$ cat src/rtl/mem_pkg.sv
// mem_pkg
// Shared definitions for the data-memory access unit: RV32 load/store funct3
// codes, the sequencer state type, the write-back select code that picks the
// shifted memory data, and the store lane-placement helpers.
package mem_pkg;

  localparam logic [2:0] F3_LB  = 3'b000;
  localparam logic [2:0] F3_LH  = 3'b001;
  localparam logic [2:0] F3_LW  = 3'b010;
  localparam logic [2:0] F3_LBU = 3'b100;
  localparam logic [2:0] F3_LHU = 3'b101;

  // Write-back select code under which the shifted memory data is chosen.
  localparam logic [2:0] WB_SEL_MEM = 3'b000;

  typedef enum logic [1:0] {
    ST_IDLE = 2'd0,
    ST_REQ  = 2'd1,
    ST_WAIT = 2'd2,
    ST_DONE = 2'd3
  } state_t;

  // Byte enables for a store. Stores only define SB/SH/SW; every other
  // funct3 behaves as a full-word store.
  function automatic logic [3:0] store_mask(input logic [2:0] f3,
                                            input logic [1:0] lane);
    logic [3:0] mask;
    case (f3)
      F3_LB:   mask = 4'b0001 << lane;
      F3_LH:   mask = 4'b0011 << {lane[1], 1'b0};
      default: mask = 4'b1111;
    endcase
    return mask;
  endfunction

  // Replicate the right-justified store data across every lane so the
  // memory only has to honour the byte enables.
  function automatic logic [31:0] store_wdata(input logic [2:0]  f3,
                                              input logic [31:0] data);
    logic [31:0] wdata;
    case (f3)
      F3_LB:   wdata = {4{data[7:0]}};
      F3_LH:   wdata = {2{data[15:0]}};
      default: wdata = data;
    endcase
    return wdata;
  endfunction

  // Natural-alignment check. Loads have unsigned byte/half variants; for
  // stores anything that is not SB/SH is treated as a word access.
  function automatic logic is_misaligned(input logic       is_store,
                                         input logic [2:0] f3,
                                         input logic [1:0] lane);
    logic is_byte;
    logic is_half;
    is_byte = (f3 == F3_LB) || (!is_store && (f3 == F3_LBU));
    is_half = (f3 == F3_LH) || (!is_store && (f3 == F3_LHU));
    if (is_byte) return 1'b0;
    if (is_half) return lane[0];
    return (lane != 2'b00);
  endfunction

endpackage

$ cat src/rtl/mem_access_unit_if.sv
// mem_access_unit_if
// Word-aligned request/ready data-memory port.
//   mem_req    : request valid (master -> slave)
//   mem_wen    : request is a write
//   mem_addr   : word address, low two bits zero
//   mem_wdata  : lane-replicated write data
//   mem_mask   : byte enables
//   mem_ready  : slave accepted the request (slave -> master)
//   mem_rvalid : read data valid
//   mem_rdata  : read data word
interface mem_access_unit_if;

  logic        mem_req;
  logic        mem_wen;
  logic [31:0] mem_addr;
  logic [31:0] mem_wdata;
  logic [3:0]  mem_mask;
  logic        mem_ready;
  logic        mem_rvalid;
  logic [31:0] mem_rdata;

  modport master (
    output mem_req, mem_wen, mem_addr, mem_wdata, mem_mask,
    input  mem_ready, mem_rvalid, mem_rdata
  );

  modport slave (
    input  mem_req, mem_wen, mem_addr, mem_wdata, mem_mask,
    output mem_ready, mem_rvalid, mem_rdata
  );

endinterface

$ cat src/rtl/mem_access_unit_load_extract.sv
// load_extract
// Combinational lane selection and sign/zero extension of a loaded word.
//   rdata  : raw word returned by memory
//   funct3 : RV32 load funct3
//   lane   : byte address bits [1:0]
//   result : extended 32-bit load value
// Reserved funct3 codes return the full word.
module load_extract
  import mem_pkg::*;
(
  input  logic [31:0] rdata,
  input  logic [2:0]  funct3,
  input  logic [1:0]  lane,
  output logic [31:0] result
);

  logic [7:0]  byte_sel;
  logic [15:0] half_sel;

  // A halfword only looks at lane[1]; lane[0] is ignored for halfwords.
  always_comb begin
    byte_sel = rdata[{lane, 3'b000} +: 8];
    half_sel = rdata[{lane[1], 4'b0000} +: 16];
    case (funct3)
      F3_LB:   result = {{24{byte_sel[7]}}, byte_sel};
      F3_LBU:  result = {24'h000000, byte_sel};
      F3_LH:   result = {{16{half_sel[15]}}, half_sel};
      F3_LHU:  result = {16'h0000, half_sel};
      default: result = rdata;
    endcase
  end

endmodule

$ cat src/rtl/mem_access_unit.sv
// mem_access_unit
// Data-memory access sequencer for the execute/memory stage. One load or
// store per start: issue a word-aligned request, wait for read data on a
// load, then lane-align and extend it into o_shifted_mem_data.
// Ports:
//   i_clk, i_rst        : clock, asynchronous active-high reset
//   i_start             : begin an access (only looked at in IDLE)
//   i_is_store          : 1 store, 0 load
//   i_funct3            : RV32 load/store funct3
//   i_addr              : byte address
//   i_store_data        : right-justified store data
//   o_busy              : high whenever not IDLE
//   o_done              : one-cycle completion pulse
//   o_shifted_mem_data  : extended load result, held until next completion
//   o_mem_err           : read response timed out (valid with o_done)
//   o_misaligned        : access trapped as misaligned (valid with o_done)
//   mem                 : memory port (master side)
// Parameter TIMEOUT_CYCLES (>=1): WAIT cycles without read data before an
// error completion.
// Build option MISALIGN_TRAP_EN: when defined, misaligned accesses complete
// immediately with o_misaligned set and issue no memory request.
module mem_access_unit
  import mem_pkg::*;
#(
  parameter int unsigned TIMEOUT_CYCLES = 255
) (
  input  logic        i_clk,
  input  logic        i_rst,
  input  logic        i_start,
  input  logic        i_is_store,
  input  logic [2:0]  i_funct3,
  input  logic [31:0] i_addr,
  input  logic [31:0] i_store_data,
  output logic        o_busy,
  output logic        o_done,
  output logic [31:0] o_shifted_mem_data,
  output logic        o_mem_err,
  output logic        o_misaligned,
  mem_access_unit_if.master mem
);

  localparam int CNT_W = (TIMEOUT_CYCLES < 2) ? 1 : $clog2(TIMEOUT_CYCLES);
  localparam logic [CNT_W-1:0] CNT_LAST = CNT_W'(TIMEOUT_CYCLES - 1);

  state_t      state_q, state_d;
  logic        is_store_q, is_store_d;
  logic [2:0]  funct3_q, funct3_d;
  logic [31:0] addr_q, addr_d;
  logic [31:0] store_data_q, store_data_d;
  logic [CNT_W-1:0] cnt_q, cnt_d;
  logic [31:0] shifted_q, shifted_d;
  logic        err_q, err_d;
`ifdef MISALIGN_TRAP_EN
  logic        misaligned_q, misaligned_d;
`endif

  logic [31:0] extracted;
  logic        req_c;
  logic        wen_c;
  logic [31:0] mem_addr_c;
  logic [31:0] mem_wdata_c;
  logic [3:0]  mem_mask_c;

  load_extract u_load_extract (
    .rdata  (mem.mem_rdata),
    .funct3 (funct3_q),
    .lane   (addr_q[1:0]),
    .result (extracted)
  );

  // State and captured-request registers.
  always_ff @(posedge i_clk or posedge i_rst) begin
    if (i_rst) begin
      state_q      <= ST_IDLE;
      is_store_q   <= 1'b0;
      funct3_q     <= 3'b000;
      addr_q       <= 32'h0;
      store_data_q <= 32'h0;
      cnt_q        <= '0;
      shifted_q    <= 32'h0;
      err_q        <= 1'b0;
`ifdef MISALIGN_TRAP_EN
      misaligned_q <= 1'b0;
`endif
    end else begin
      state_q      <= state_d;
      is_store_q   <= is_store_d;
      funct3_q     <= funct3_d;
      addr_q       <= addr_d;
      store_data_q <= store_data_d;
      cnt_q        <= cnt_d;
      shifted_q    <= shifted_d;
      err_q        <= err_d;
`ifdef MISALIGN_TRAP_EN
      misaligned_q <= misaligned_d;
`endif
    end
  end

  // Next-state logic. The bus outputs are only driven in REQ so that the
  // port reads all zeros whenever no request is pending.
  always_comb begin
    state_d      = state_q;
    is_store_d   = is_store_q;
    funct3_d     = funct3_q;
    addr_d       = addr_q;
    store_data_d = store_data_q;
    cnt_d        = cnt_q;
    shifted_d    = shifted_q;
    err_d        = err_q;
`ifdef MISALIGN_TRAP_EN
    misaligned_d = misaligned_q;
`endif
    req_c        = 1'b0;
    wen_c        = 1'b0;
    mem_addr_c   = 32'h0;
    mem_wdata_c  = 32'h0;
    mem_mask_c   = 4'b0000;

    case (state_q)
      ST_IDLE: begin
        if (i_start) begin
          is_store_d   = i_is_store;
          funct3_d     = i_funct3;
          addr_d       = i_addr;
          store_data_d = i_store_data;
          cnt_d        = '0;
          err_d        = 1'b0;
          state_d      = ST_REQ;
`ifdef MISALIGN_TRAP_EN
          misaligned_d = 1'b0;
          if (is_misaligned(i_is_store, i_funct3, i_addr[1:0])) begin
            misaligned_d = 1'b1;
            state_d      = ST_DONE;
          end
`endif
        end
      end

      ST_REQ: begin
        req_c       = 1'b1;
        wen_c       = is_store_q;
        mem_addr_c  = {addr_q[31:2], 2'b00};
        mem_wdata_c = store_wdata(funct3_q, store_data_q);
        mem_mask_c  = store_mask(funct3_q, addr_q[1:0]);
        cnt_d       = '0;
        if (mem.mem_ready) begin
          state_d = is_store_q ? ST_DONE : ST_WAIT;
        end
      end

      // Read data wins over a timeout landing in the same cycle.
      ST_WAIT: begin
        if (mem.mem_rvalid) begin
          shifted_d = extracted;
          state_d   = ST_DONE;
        end else if (cnt_q == CNT_LAST) begin
          err_d   = 1'b1;
          state_d = ST_DONE;
        end else begin
          cnt_d = cnt_q + 1'b1;
        end
      end

      ST_DONE: begin
        state_d = ST_IDLE;
      end

      default: begin
        state_d = ST_IDLE;
      end
    endcase
  end

  assign mem.mem_req   = req_c;
  assign mem.mem_wen   = wen_c;
  assign mem.mem_addr  = mem_addr_c;
  assign mem.mem_wdata = mem_wdata_c;
  assign mem.mem_mask  = mem_mask_c;

  assign o_busy             = (state_q != ST_IDLE);
  assign o_done             = (state_q == ST_DONE);
  assign o_shifted_mem_data = shifted_q;
  assign o_mem_err          = err_q;
`ifdef MISALIGN_TRAP_EN
  assign o_misaligned       = misaligned_q;
`else
  assign o_misaligned       = 1'b0;
`endif

endmodule

$ cat src/flat_wrapper.sv
// flat-port wrapper written by rule: the top's interface ports become plain ports
module mem_access_unit_flat import mem_pkg::*;
#(
  parameter int unsigned TIMEOUT_CYCLES = 255
)
  (i_clk, i_rst, i_start, i_is_store, i_funct3, i_addr, i_store_data, o_busy, o_done, o_shifted_mem_data, o_mem_err, o_misaligned, mem_mem_req, mem_mem_wen, mem_mem_addr, mem_mem_wdata, mem_mem_mask, mem_mem_ready, mem_mem_rvalid, mem_mem_rdata);
  mem_access_unit_if mem_i ();
  input  logic i_clk;
  input  logic i_rst;
  input  logic i_start;
  input  logic i_is_store;
  input  logic [2:0] i_funct3;
  input  logic [31:0] i_addr;
  input  logic [31:0] i_store_data;
  output logic o_busy;
  output logic o_done;
  output logic [31:0] o_shifted_mem_data;
  output logic o_mem_err;
  output logic o_misaligned;
  output wire logic [$bits(mem_i.mem_req)-1:0] mem_mem_req;
  output wire logic [$bits(mem_i.mem_wen)-1:0] mem_mem_wen;
  output wire logic [$bits(mem_i.mem_addr)-1:0] mem_mem_addr;
  output wire logic [$bits(mem_i.mem_wdata)-1:0] mem_mem_wdata;
  output wire logic [$bits(mem_i.mem_mask)-1:0] mem_mem_mask;
  input wire logic [$bits(mem_i.mem_ready)-1:0] mem_mem_ready;
  input wire logic [$bits(mem_i.mem_rvalid)-1:0] mem_mem_rvalid;
  input wire logic [$bits(mem_i.mem_rdata)-1:0] mem_mem_rdata;
  assign mem_mem_req = mem_i.mem_req;
  assign mem_mem_wen = mem_i.mem_wen;
  assign mem_mem_addr = mem_i.mem_addr;
  assign mem_mem_wdata = mem_i.mem_wdata;
  assign mem_mem_mask = mem_i.mem_mask;
  assign mem_i.mem_ready = mem_mem_ready;
  assign mem_i.mem_rvalid = mem_mem_rvalid;
  assign mem_i.mem_rdata = mem_mem_rdata;
  mem_access_unit #(.TIMEOUT_CYCLES(TIMEOUT_CYCLES)) u_core (.i_clk(i_clk), .i_rst(i_rst), .i_start(i_start), .i_is_store(i_is_store), .i_funct3(i_funct3), .i_addr(i_addr), .i_store_data(i_store_data), .o_busy(o_busy), .o_done(o_done), .o_shifted_mem_data(o_shifted_mem_data), .o_mem_err(o_mem_err), .o_misaligned(o_misaligned), .mem(mem_i));
endmodule
$ cat config.mk
export PLATFORM = sky130hd
export DESIGN_NAME = mem_access_unit_flat
export DESIGN_NICKNAME = d
export VERILOG_FILES = /design/src/rtl/mem_pkg.sv /design/src/rtl/mem_access_unit_if.sv /design/src/rtl/mem_access_unit_load_extract.sv /design/src/rtl/mem_access_unit.sv /design/src/flat_wrapper.sv
export SDC_FILE = /design/constraint.sdc
export NUM_CORES = 1
export LEC_CHECK = 0
export ABC_AREA = 0
export CELL_PAD_IN_SITES_DETAIL_PLACEMENT = 0
export CELL_PAD_IN_SITES_GLOBAL_PLACEMENT = 1
export CORE_UTILIZATION = 34
export DETAILED_ROUTE_END_ITERATION = 10
export PLACE_DENSITY_LB_ADDON = 0.1
export SYNTH_ARGS = -nofsm -noshare
export SYNTH_HDL_FRONTEND = slang
export SYNTH_SLANG_ARGS = --single-unit
$ cat constraint.sdc
create_clock -name i_clk -period 4.2 [get_ports i_clk]
set_clock_uncertainty 0.2 [all_clocks]
set_input_delay 0.42 -clock i_clk [delete_from_list [all_inputs] [get_ports i_clk]]
set_output_delay 0.42 -clock i_clk [all_outputs]
set_load 0.03 [all_outputs]
### After elaboration in Yosys (flattened, before gate mapping)

Cells that the tools add are included.
W data, S select, Z words.

| storage, ports and cells | value |
|---|---|
| flip-flop bits (word level) | 111 |

| operators by class | value |
|---|---|
| $add $sub $neg | 1 |
| equality and inequality tests | 13 |
| shift-type cells | 4 |
| mux-type cells | 22 |
| reduce and logical (&&, ||, !) cells | 10 |

Operator list:

| kind | number |
|---|---|
| $pmux W32 S4 | 1 |
| $mux W32 | 2 |
| $pmux W32 S2 | 1 |
| $shiftx A32 B6 Y16 | 1 |
| $shiftx A32 B6 Y8 | 1 |
| $mux W8 | 3 |
| $pmux W8 S3 | 1 |
| $add A8 B1 Y8 const B | 1 |
| $eq A8 B8 Y1 const B | 1 |
| $mux W2 | 4 |
| $ne A2 B2 Y1 const B | 4 |
| $pmux W2 S4 | 1 |
| $pmux W4 S2 | 1 |
| $reduce_and A4 Y1 | 2 |
| $eq A3 B3 Y1 const B | 2 |
| $mux W1 | 6 |
| $eq A2 B2 Y1 const B | 2 |
| $mux W4 | 1 |
| $reduce_and A2 Y1 | 2 |
| $reduce_bool A2 Y1 | 2 |
| $shl A1 B2 Y4 const A | 1 |
| $shl A2 B2 Y4 const A | 1 |
| $eq A3 B1 Y1 const B | 1 |
| $logic_not A3 Y1 | 1 |
| 7 further kinds | 7 |

### Logic depth before layout (Yosys ltp)

Gate-level depths: netlist of run 1.

| depth | value |
|---|---|
| depth in word-level cells | 4 |
| gate-level depth with buffers | 8 |
| mapped depth without buffers | 6 |

### Hierarchy

Synthesis of run 1 repeated with hierarchy kept, for this count alone.

| second synthesis, totals | value |
|---|---|
| cell total of the unflattened synthesis | 537 |
| area, all modules | 5868.1 µm² |

By module, submodules not included:

| module | instances | cells an instance | area an instance (µm²) | seq. area each (µm²) |
|---|---|---|---|---|
| mem_access_unit | 1 | 428 | 5240.0 | 2777.7 |
| load_extract | 1 | 109 | 628.1 | 0.0 |

### Worst setup path after synthesis of run 1

No wires, ideal clock.

| timing path | value |
|---|---|
| path type | register -> output |
| from | reg u_core.state_q[1] |
| to | out mem_mem_mask[3] |
| data arrival time | 1.925 ns |
| required time | 3.580 ns |
| setup slack | 1.655 ns |
| cell stages (with the launch flop) | 5 |
| buffers on the path | 1 |
| path through | dfrtp_1 inv_1 ha_1 clkbuf_1 a21boi_0 |

| on the way | value |
|---|---|
| longest elaborated chain between the ends | 2 |

RTL lines:

| element | RTL line | text |
|---|---|---|
| start: declaration | mem_access_unit.sv:45 | `state_t state_q, state_d;` |
| start signal: assignment | mem_access_unit.sv:86 | `state_q <= state_d;` |
| $eq A2 B1 Y1 | mem_access_unit.sv:120 | `case (state_q)` |
| $mux W4 | mem_access_unit.sv:120 |  |
| end: declaration | flat_wrapper.sv:24 | `output wire logic [$bits(mem_i.mem_mask)-1:0] mem_mem_mask;` |

Every way passes these cells.

### Worst setup path in the final report of run 1

| timing path | value |
|---|---|
| from | reg u_core.state_q[1] |
| to | out mem_mem_wdata[23] |

| on the way | value |
|---|---|
| longest elaborated chain between the ends | 2 |

RTL lines:

| element | RTL line | text |
|---|---|---|
| $eq A2 B1 Y1 | mem_access_unit.sv:120 |  |
| $mux W32 | mem_access_unit.sv:120 |  |
| end: declaration | flat_wrapper.sv:23 | `output wire logic [$bits(mem_i.mem_wdata)-1:0] mem_mem_wdata;` |

Every way passes these cells.

==> impl_metrics.ini, run 1 <==
[clocking]
clock-root-buffer = clkbuf_16
post_cts_buffers = 0
cts_hold_buf = 0
post_cts_resized = 0
path_clk_slew_ns = 0.07
clockBufferDepth = 2
clock-sinks = 111
cts_tree = built
htree_levels = 3
worstSkewPairLatency_ns = 0.35
cts_buffers = 9

[placed_design]
place_hpwl_um = 11720
port-buffer-count = 207
dpl.cell_count = 939
routabilityCongestion = 0.8061

[global_routing]
antenna_found_initial = 0
overflow = 0
grt_pass1_vias = 4838
grt_max_degree = 69
grt_pass1_wl_um = 26270
grt_usage_pct = 19.36

[sta]
slew_headroom_pct = 37.07
setup_violations = 0
rsz0062_at_grt = no
fin_crit_ns = 3.547
finalCritPeriodShare_pct = 84.46
tns_ns = 0
tightest_slew_ns = 0.9440
hold_viol_final = 0
max_freq_ghz = 0.2819
report.final.slew_viol_count = 0

[routing]
wl_per_cell_um = 17.30
antenna_left = 0
top_layer = met4
route.met3.wl_um = 1105
via_per_inst = 4.983
drc = 0
first_pass_iters = 4
drt-met1-wl_um = 7505
wl_met2_um = 7612
drtIter0Drc = 238
dr_total_vias = 4759
wl_um = 16520

[worst_setup_path]
crit_arrival_ns = 2.93
worstPathRequired_ns = 3.58
criticalPathCategory = flop to output port
cp-end-kind = output port
max_stage_delay_ns = 0.76
worstPathMaxFanout = 51
critPathSlowestCell = ha_2
reg2reg_depth = 6
worstSetupStartpointType = flop
crit_chain = inv_1, ha_2, a21boi_0, clkdlybuf4s50_1

[synthesis]
avgSynthCellArea_um2 = 10.55
yosysSeqAreaShare_pct = 48.49
synth_area_um2 = 5728
async_flop_share_pct = 100.0
synth-main-ff-cell = dfrtp_1
ys_ff_latch = 111
ys_types = 51
ys_warn_count = 0
synth_edf_count = 0
syn-instance-count = 543

[worst_hold_path]
hold_depth = 2
hold_class = flop to flop

[finish]
seq_area_um2 = 2778
final_cells = 955
layout-drive-gt1-share_pct = 14.29
area.growth.synth_to_final_pct = 44.34
multi_input_area_um2 = 2745
final_nets = 842
final_common_cell = clkdlybuf4s50_1
fillers = 1514
final_cell_mix = clkdlybuf4s50_1, dfrtp_1, mux2_2
diodes = 0

[floorplan]
die_x_um = 131.8
fp.dieH_um = 131.8
core_um2 = 16520
start_util_pct = 34.66
ioPinCount = 211
num_rows = 47
die-area_um2 = 17370

[power]
p_leak_uw = 0.003468
p_per_area_nw_per_um2 = 807.8
ir_worst_vdd_mv = 0.3983

[flow_run]
maxCapViolations = 0

[status]
status = finished, final reports clean
-- final timing paths --
path	start	to	slack, ns
max	u_core.state_q[1]	mem_mem_wdata[23]	0.65
min	u_core.o_shifted_mem_data[6]	u_core.o_shifted_mem_data[6]	0.28
max reg2reg	u_core.state_q[0]	u_core.cnt_q[4]	1.44
min reg2reg	u_core.o_shifted_mem_data[6]	u_core.o_shifted_mem_data[6]	0.28
max in group asynchronous	i_rst	u_core.store_data_q[26]	2.71
min in group asynchronous	i_rst	u_core.cnt_q[5]	0.29
-- layout make-up --
cell class,instances,share of cell area (%)
clock buffers,12,2.981
well taps,220,3.329
repair buffers,214,25.85
flip-flops and latches,111,33.60
clock inverters,4,0.6507
inverters,8,0.3935
multi-input cells,386,33.20
-- through the flow --
stage,total power [µW],area [µm²],hold WS [ns],util [%],setup slack (ns)
6_report,6678,8268,0.2817,50.03,0.6528
2_1_floorplan,4358,5736,0.2706,-,0.6493
4_1_cts,6754,8268,0.2891,50.03,0.6577
3_3_place_gp,5789,7968,0.2661,48.22,1.117
5_1_grt,7094,8268,0.3168,50.03,0.5609
3_5_place_dp,5826,7968,0.2724,48.22,1.070
-- metal layers --
layer  vias to the layer above  global-route usage (%)
li1                       2290                       -
met1                      2288                   25.78
met2                       163                   30.31
met3                        18                   5.190
met4                         0                   6.848
met5                         -                       0
-- cell families after synthesis --
kind of cell,Yosys count,share of synthesized area (%)
compound gates,107,13.13
fa+ha+maj,7,1.529
buf+inv,48,3.932
flops,111,48.49
mux,86,16.82
other cells,1,0.06547
simple gates,183,16.03
-- flip-flops by register name, summed over array words and instances, names as in the netlist --
name and flops:
u_core.is_store_q 1, u_core.store_data_q 32, u_core.o_shifted_mem_data 32, u_core.addr_q 32
u_core.funct3_q 3, u_core.cnt_q 8, u_core.state_q 2, u_core.o_mem_err 1
-- synthesized netlist by cell type (all sizes together) (7+ instances only) --
master | instances | area (µm²)
a21oi | 26 | 133.9
and2 | 43 | 269.0
mux2 | 72 | 810.8
o21ai | 19 | 98.85
a22oi | 8 | 60.06
nand2 | 68 | 257.8
inv | 8 | 30.03
nor2 | 20 | 75.07
mux2i | 13 | 130.1
clkbuf | 20 | 75.07
ha | 7 | 87.58
a22o | 9 | 78.83
nand3 | 25 | 125.1
a21boi | 17 | 127.6
buf | 20 | 120.1
o211a | 8 | 80.08
dfrtp | 111 | 2778
-- power breakdown --
| group | internal [µW] | total, µW | switching (µW) |
|---|---|---|---|
| logic | 1720 | 3860 | 2140 |
| clock network | 483 | 892 | 409 |
| registers | 1570 | 1930 | 363 |
| total | 3770 | 6680 | 2910 |
-- critical path: cells and delay by family, from the launching register on --
family	cells	cell delay, ns
buffers and inverters	2	0.89
DFF	1	0.42
AOI/OAI and AO/OA	1	0.48
adders and majority gates	1	0.76
Power figures use the tool's default switching activity.
==> run 2, diff against run 1 <==
==> constraint.sdc (replaced) <==
create_clock -name i_clk -period 3.7 [get_ports i_clk]
set_clock_uncertainty 0.2 [all_clocks]
set_input_delay 0.37 -clock i_clk [delete_from_list [all_inputs] [get_ports i_clk]]
set_output_delay 0.37 -clock i_clk [all_outputs]
set_load 0.03 [all_outputs]
==> run 2 against run 1 <==
Cell count rose by 0.42%. Sequential share of layout area is 0.19 points lower. Final area rose by 0.58%. The run now ends with design-rule violations left. Non-clock buffer count is 4 higher. First-iteration DRC count is 20% lower. Critical endpoint is now mem_mem_wdata[15].
==> impl_metrics.ini, run 2 (synthesis results as in run 1) <==
[power]
ir_worst_vdd_mv = 0.4389
p_per_area_nw_per_um2 = 917.0
power_uw = 7626
p_leak_uw = 0.003494

[clocking]
clock-sinks = 111
htree_levels = 3
clockBufferDepth = 2
worstSkewPairLatency_ns = 0.35
cts_buffers = 9
cts_tree = built
cts_hold_buf = 0
post_cts_buffers = 0
clock-root-buffer = clkbuf_16
post_cts_resized = 0
path_clk_slew_ns = 0.08

[sta]
finalCritPeriodShare_pct = 85.51
tns_ns = 0
rsz0062_at_grt = no
fin_crit_ns = 3.164
final.setup.worst_slack_ns = 0.5361
hold_viol_final = 0
setup_violations = 0
max_freq_ghz = 0.3161
slew_headroom_pct = 43.56
tightest_slew_ns = 0.8448
report.final.slew_viol_count = 0

[status]
status = finished, violations left
violations = design-rule violations

[placed_design]
preCtsSetupSlack_ns = 0.8494
place_hpwl_um = 12130
place_area_um2 = 8010
routabilityCongestion = 0.7870
port-buffer-count = 207

[global_routing]
overflow = 0
grt_max_degree = 47
antenna_found_initial = 0
grt_pass1_wl_um = 26970
grt_usage_pct = 19.68
grt_pass1_vias = 4979

[finish]
final_common_cell = clkdlybuf4s50_1
final_cell_mix = clkdlybuf4s50_1, dfrtp_1, mux2_2
layout-drive-gt1-share_pct = 15.02
area.growth.synth_to_final_pct = 45.17
diodes = 0
fillers = 1496
final_cell_area_um2 = 8315
final_nets = 846

[routing]
wl_met2_um = 7486
wl_per_cell_um = 17.40
dr_total_vias = 4792
top_layer = met4
drt-met1-wl_um = 7728
antenna_left = 0
drtIter0Drc = 190
wl_um = 16680
route.met3.wl_um = 1155
first_pass_iters = 7
drc = 2
via_per_inst = 4.997

[worst_setup_path]
worstReg2RegEnd = u_core.o_shifted_mem_data[6]
reg2reg_depth = 5
cp-startpoint = u_core.funct3_q[0]
worstSetupStartpointType = flop
cp-end-kind = output port
criticalPathCategory = flop to output port
r2r_setup_slack_ns = 1.30
endpoint = mem_mem_wdata[15]
crit_arrival_ns = 2.59
worstPathMaxFanout = 11
worstReg2RegStart = u_core.funct3_q[0]
worstPathRequired_ns = 3.13

[floorplan]
core_um2 = 16520
fp.dieH_um = 131.8
start_util_pct = 34.66
ioPinCount = 211
die-area_um2 = 17370
die_x_um = 131.8
num_rows = 47

[worst_hold_path]
hold_class = primary input to async pin

[flow_run]
maxCapViolations = 0
## run 2: cell type report
cell class	instances	area (µm²)	area share, %
clock buffer	9	225.2	2.708
timing repair buffer	218	2180	26.21
multi-input combinational	386	2745	33.01
tap	220	275.3	3.310
clock inverter	7	80.08	0.9630
sequential	111	2778	33.40
inverter	8	32.53	0.3912
## run 2: worst min path at each step
stage,to,cells after the start
floorplan,u_core.addr_q[10],1
global placement,u_core.o_shifted_mem_data[6],2
detailed placement,u_core.o_shifted_mem_data[3],2
CTS,u_core.o_shifted_mem_data[27],2
global route,u_core.o_shifted_mem_data[6],2
finish,u_core.o_shifted_mem_data[6],2
## run 2: worst max-delay path, stage by stage, from the launching register on
cell and delay, ns:
dfrtp_1 0.57, nor3_2 0.67, nand2_1 0.11, a21boi_0 0.17
clkdlybuf4s50_1 0.72
## run 2: stage by stage
step	cells	hold slack, ns	util, %
after detailed placement	943	0.2768	48.47
after global routing	959	0.3035	50.32
after floorplan	545	0.2706	-
final	959	0.2448	50.32
after global placement	943	0.2692	48.47
after CTS	959	0.2684	50.32
## run 2: layer usage
metal	global-route usage [%]	vias up
met2	30.45	168
met3	5.459	17
met1	26.46	2310
met4	6.783	0
li1	-	2297
met5	0	-
## run 2: report_power, final
| group | leakage (µW) | total, µW | switching, µW | internal [µW] |
|---|---|---|---|---|
| Clock | 0.000143 | 1020 | 489 | 534 |
| Sequential | 0.00134 | 2180 | 400 | 1780 |
| Combinational | 0.00201 | 4420 | 2450 | 1980 |
==> run 3, diff against run 2 <==
--- a/config.mk
+++ b/config.mk
@@ -10,7 +10,9 @@
 export CELL_PAD_IN_SITES_GLOBAL_PLACEMENT = 1
 export CORE_UTILIZATION = 34
 export DETAILED_ROUTE_END_ITERATION = 10
+export GPL_TIMING_DRIVEN = 0
 export PLACE_DENSITY_LB_ADDON = 0.1
+export SKIP_CTS_REPAIR_TIMING = 1
 export SYNTH_ARGS = -nofsm -noshare
 export SYNTH_HDL_FRONTEND = slang
 export SYNTH_SLANG_ARGS = --single-unit
==> run 3 against run 2 <==
Critical path depth increased by 2. Utilization rose by 0.82 points. Final area is 1.6% higher. Worst hold slack worse by 0.099 ns. The run now ends clean. Fmax fell by 6.8%. Clock power grew 8%. Non-clock buffer count grew 30. Die area stayed put. Sequential share of layout area down 0.53 points. Clock-buffer cell count rose by 3.
==> impl_metrics.ini, run 3 (synthesis results as in run 1) <==
[status]
status = finished, final reports clean

[finish]
final_nets = 876
final_common_cell = clkdlybuf4s50_1
area.growth.synth_to_final_pct = 47.53
layout.core_utilization_pct = 51.14
multi_input_area_um2 = 2733
seq_area_um2 = 2778
diodes = 0
layout-drive-gt1-share_pct = 14.69
fillers = 1506
final_cell_mix = clkdlybuf4s50_1, dfrtp_1, mux2_2

[flow_run]
maxCapViolations = 0

[worst_setup_path]
worstReg2RegStart = u_core.state_q[0]
r2r_setup_slack_ns = 1.39
worstPathMaxFanout = 10
worstSetupStartpointType = flop
criticalPathCategory = flop to output port
critPathSlowestCell = clkdlybuf4s50_1
reg2reg_depth = 8
crit_chain = inv_1, ha_1, clkbuf_2, clkbuf_1, o211a_1, clkdlybuf4s50_1
cp-startpoint = u_core.state_q[1]
endpoint = mem_mem_wdata[29]
cp-end-kind = output port
worstReg2RegEnd = u_core.cnt_q[3]
worstPathRequired_ns = 3.13
max_stage_delay_ns = 0.71
crit_arrival_ns = 2.82

[floorplan]
fp.dieH_um = 131.8
start_util_pct = 34.66
ioPinCount = 211
die_x_um = 131.8
num_rows = 47
core_um2 = 16520
die-area_um2 = 17370

[clocking]
worstSkewPairLatency_ns = 0.35
clock-root-buffer = clkbuf_16
path_clk_slew_ns = 0.07
clockBufferDepth = 2
cts_tree = built
cts_buffers = 9
htree_levels = 3
clock-sinks = 111

[routing]
first_pass_iters = 4
dr_total_vias = 4865
drtIter0Drc = 222
antenna_left = 0
wl_per_cell_um = 17.46
wl_um = 17270
via_per_inst = 4.919
drc = 0

[sta]
rsz0062_at_grt = no
report.final.slew_viol_count = 0
hold_viol_final = 0
finalCritPeriodShare_pct = 91.75
max_freq_ghz = 0.2946
fin_crit_ns = 3.395
slew_headroom_pct = 40.19
tightest_slew_ns = 0.8952
final.setup.worst_slack_ns = 0.3051
setup_violations = 0

[global_routing]
grt_max_degree = 90
grt_usage_pct = 20.33
overflow = 0
grt_pass1_vias = 5031
grt_pass1_wl_um = 27460
antenna_found_initial = 0

[placed_design]
routabilityCongestion = 0.7763
place_hpwl_um = 12960
port-buffer-count = 207
preCtsSetupSlack_ns = 0.5215

[power]
p_leak_uw = 0.003559
p_per_area_nw_per_um2 = 918.9
ir_worst_vdd_mv = 0.4811

[worst_hold_path]
hold_class = primary input to async pin
run 3: cell count changes in the layout (fill, tap and decap cells not counted), sizes merged:
| cell | change |
|---|---|
| buf | +10 |
| bufinv | +1 |
| clkbuf | +23 |
| clkinvlp | -2 |
| inv | -2 |
run 3: area by class of cell:
cell class / instances / area share [%]
Buffer: 40 / 2.325
Clock buffer: 12 / 3.035
Clock inverter: 4 / 0.9180
Inverter: 8 / 0.4146
Multi-Input combinational cell: 386 / 32.34
Sequential cell: 111 / 32.87
Tap cell: 220 / 3.257
Timing Repair Buffer: 208 / 24.84
run 3: worst min path at each step:
stage,startpoint,to
final,i_rst,u_core.cnt_q[5]
after global routing,i_rst,u_core.store_data_q[21]
after CTS,i_rst,u_core.cnt_q[5]
after detailed placement,u_core.o_shifted_mem_data[6],u_core.o_shifted_mem_data[6]
after global placement,u_core.o_shifted_mem_data[1],u_core.o_shifted_mem_data[1]
after floorplan,u_core.addr_q[10],u_core.addr_q[10]
run 3: worst max-delay path: cells and delay by family (launching register included):
kind | cells | cell delay (ns)
buffers and inverters | 4 | 1.50
flip-flops | 1 | 0.41
adder cells (fa/ha/maj) | 1 | 0.33
AO/OA/AOI/OAI | 1 | 0.22
run 3: per-stage QoR:
| stage | cells | area (µm²) | power (µW) | TNS, ns | hold slack [ns] |
|---|---|---|---|---|---|
| 3_3_place_gp | 972 | 8083 | 6644 | -183.93 | 0.2641 |
| 5_1_grt | 989 | 8451 | 8277 | 0 | 0.1570 |
| 2_1_floorplan | 545 | 5736 | 4947 | 0 | 0.2706 |
| 6_report | 989 | 8451 | 7766 | 0 | 0.1457 |
| 4_1_cts | 989 | 8449 | 7859 | 0 | 0.1482 |
| 3_5_place_dp | 973 | 8115 | 6728 | 0 | 0.2730 |
run 3: routing by layer:
metal / track usage [%] / share of wire, % / vias to the layer above
li1: - / - / 2349
met3: 5.729 / 7.1 / 20
met5: 0 / 0 / -
met1: 25.51 / 44 / 2334
met2: 33.30 / 47 / 162
met4: 7.558 / 2.1 / 0
run 3: power breakdown:
part	leakage [µW]	switching (µW)	total, µW	internal [µW]
Sequential	0.00134	337	2120	1780
Clock	0.000163	462	1100	634
Combinational	0.00206	2560	4550	1990
Total	0.00356	3360	7770	4400
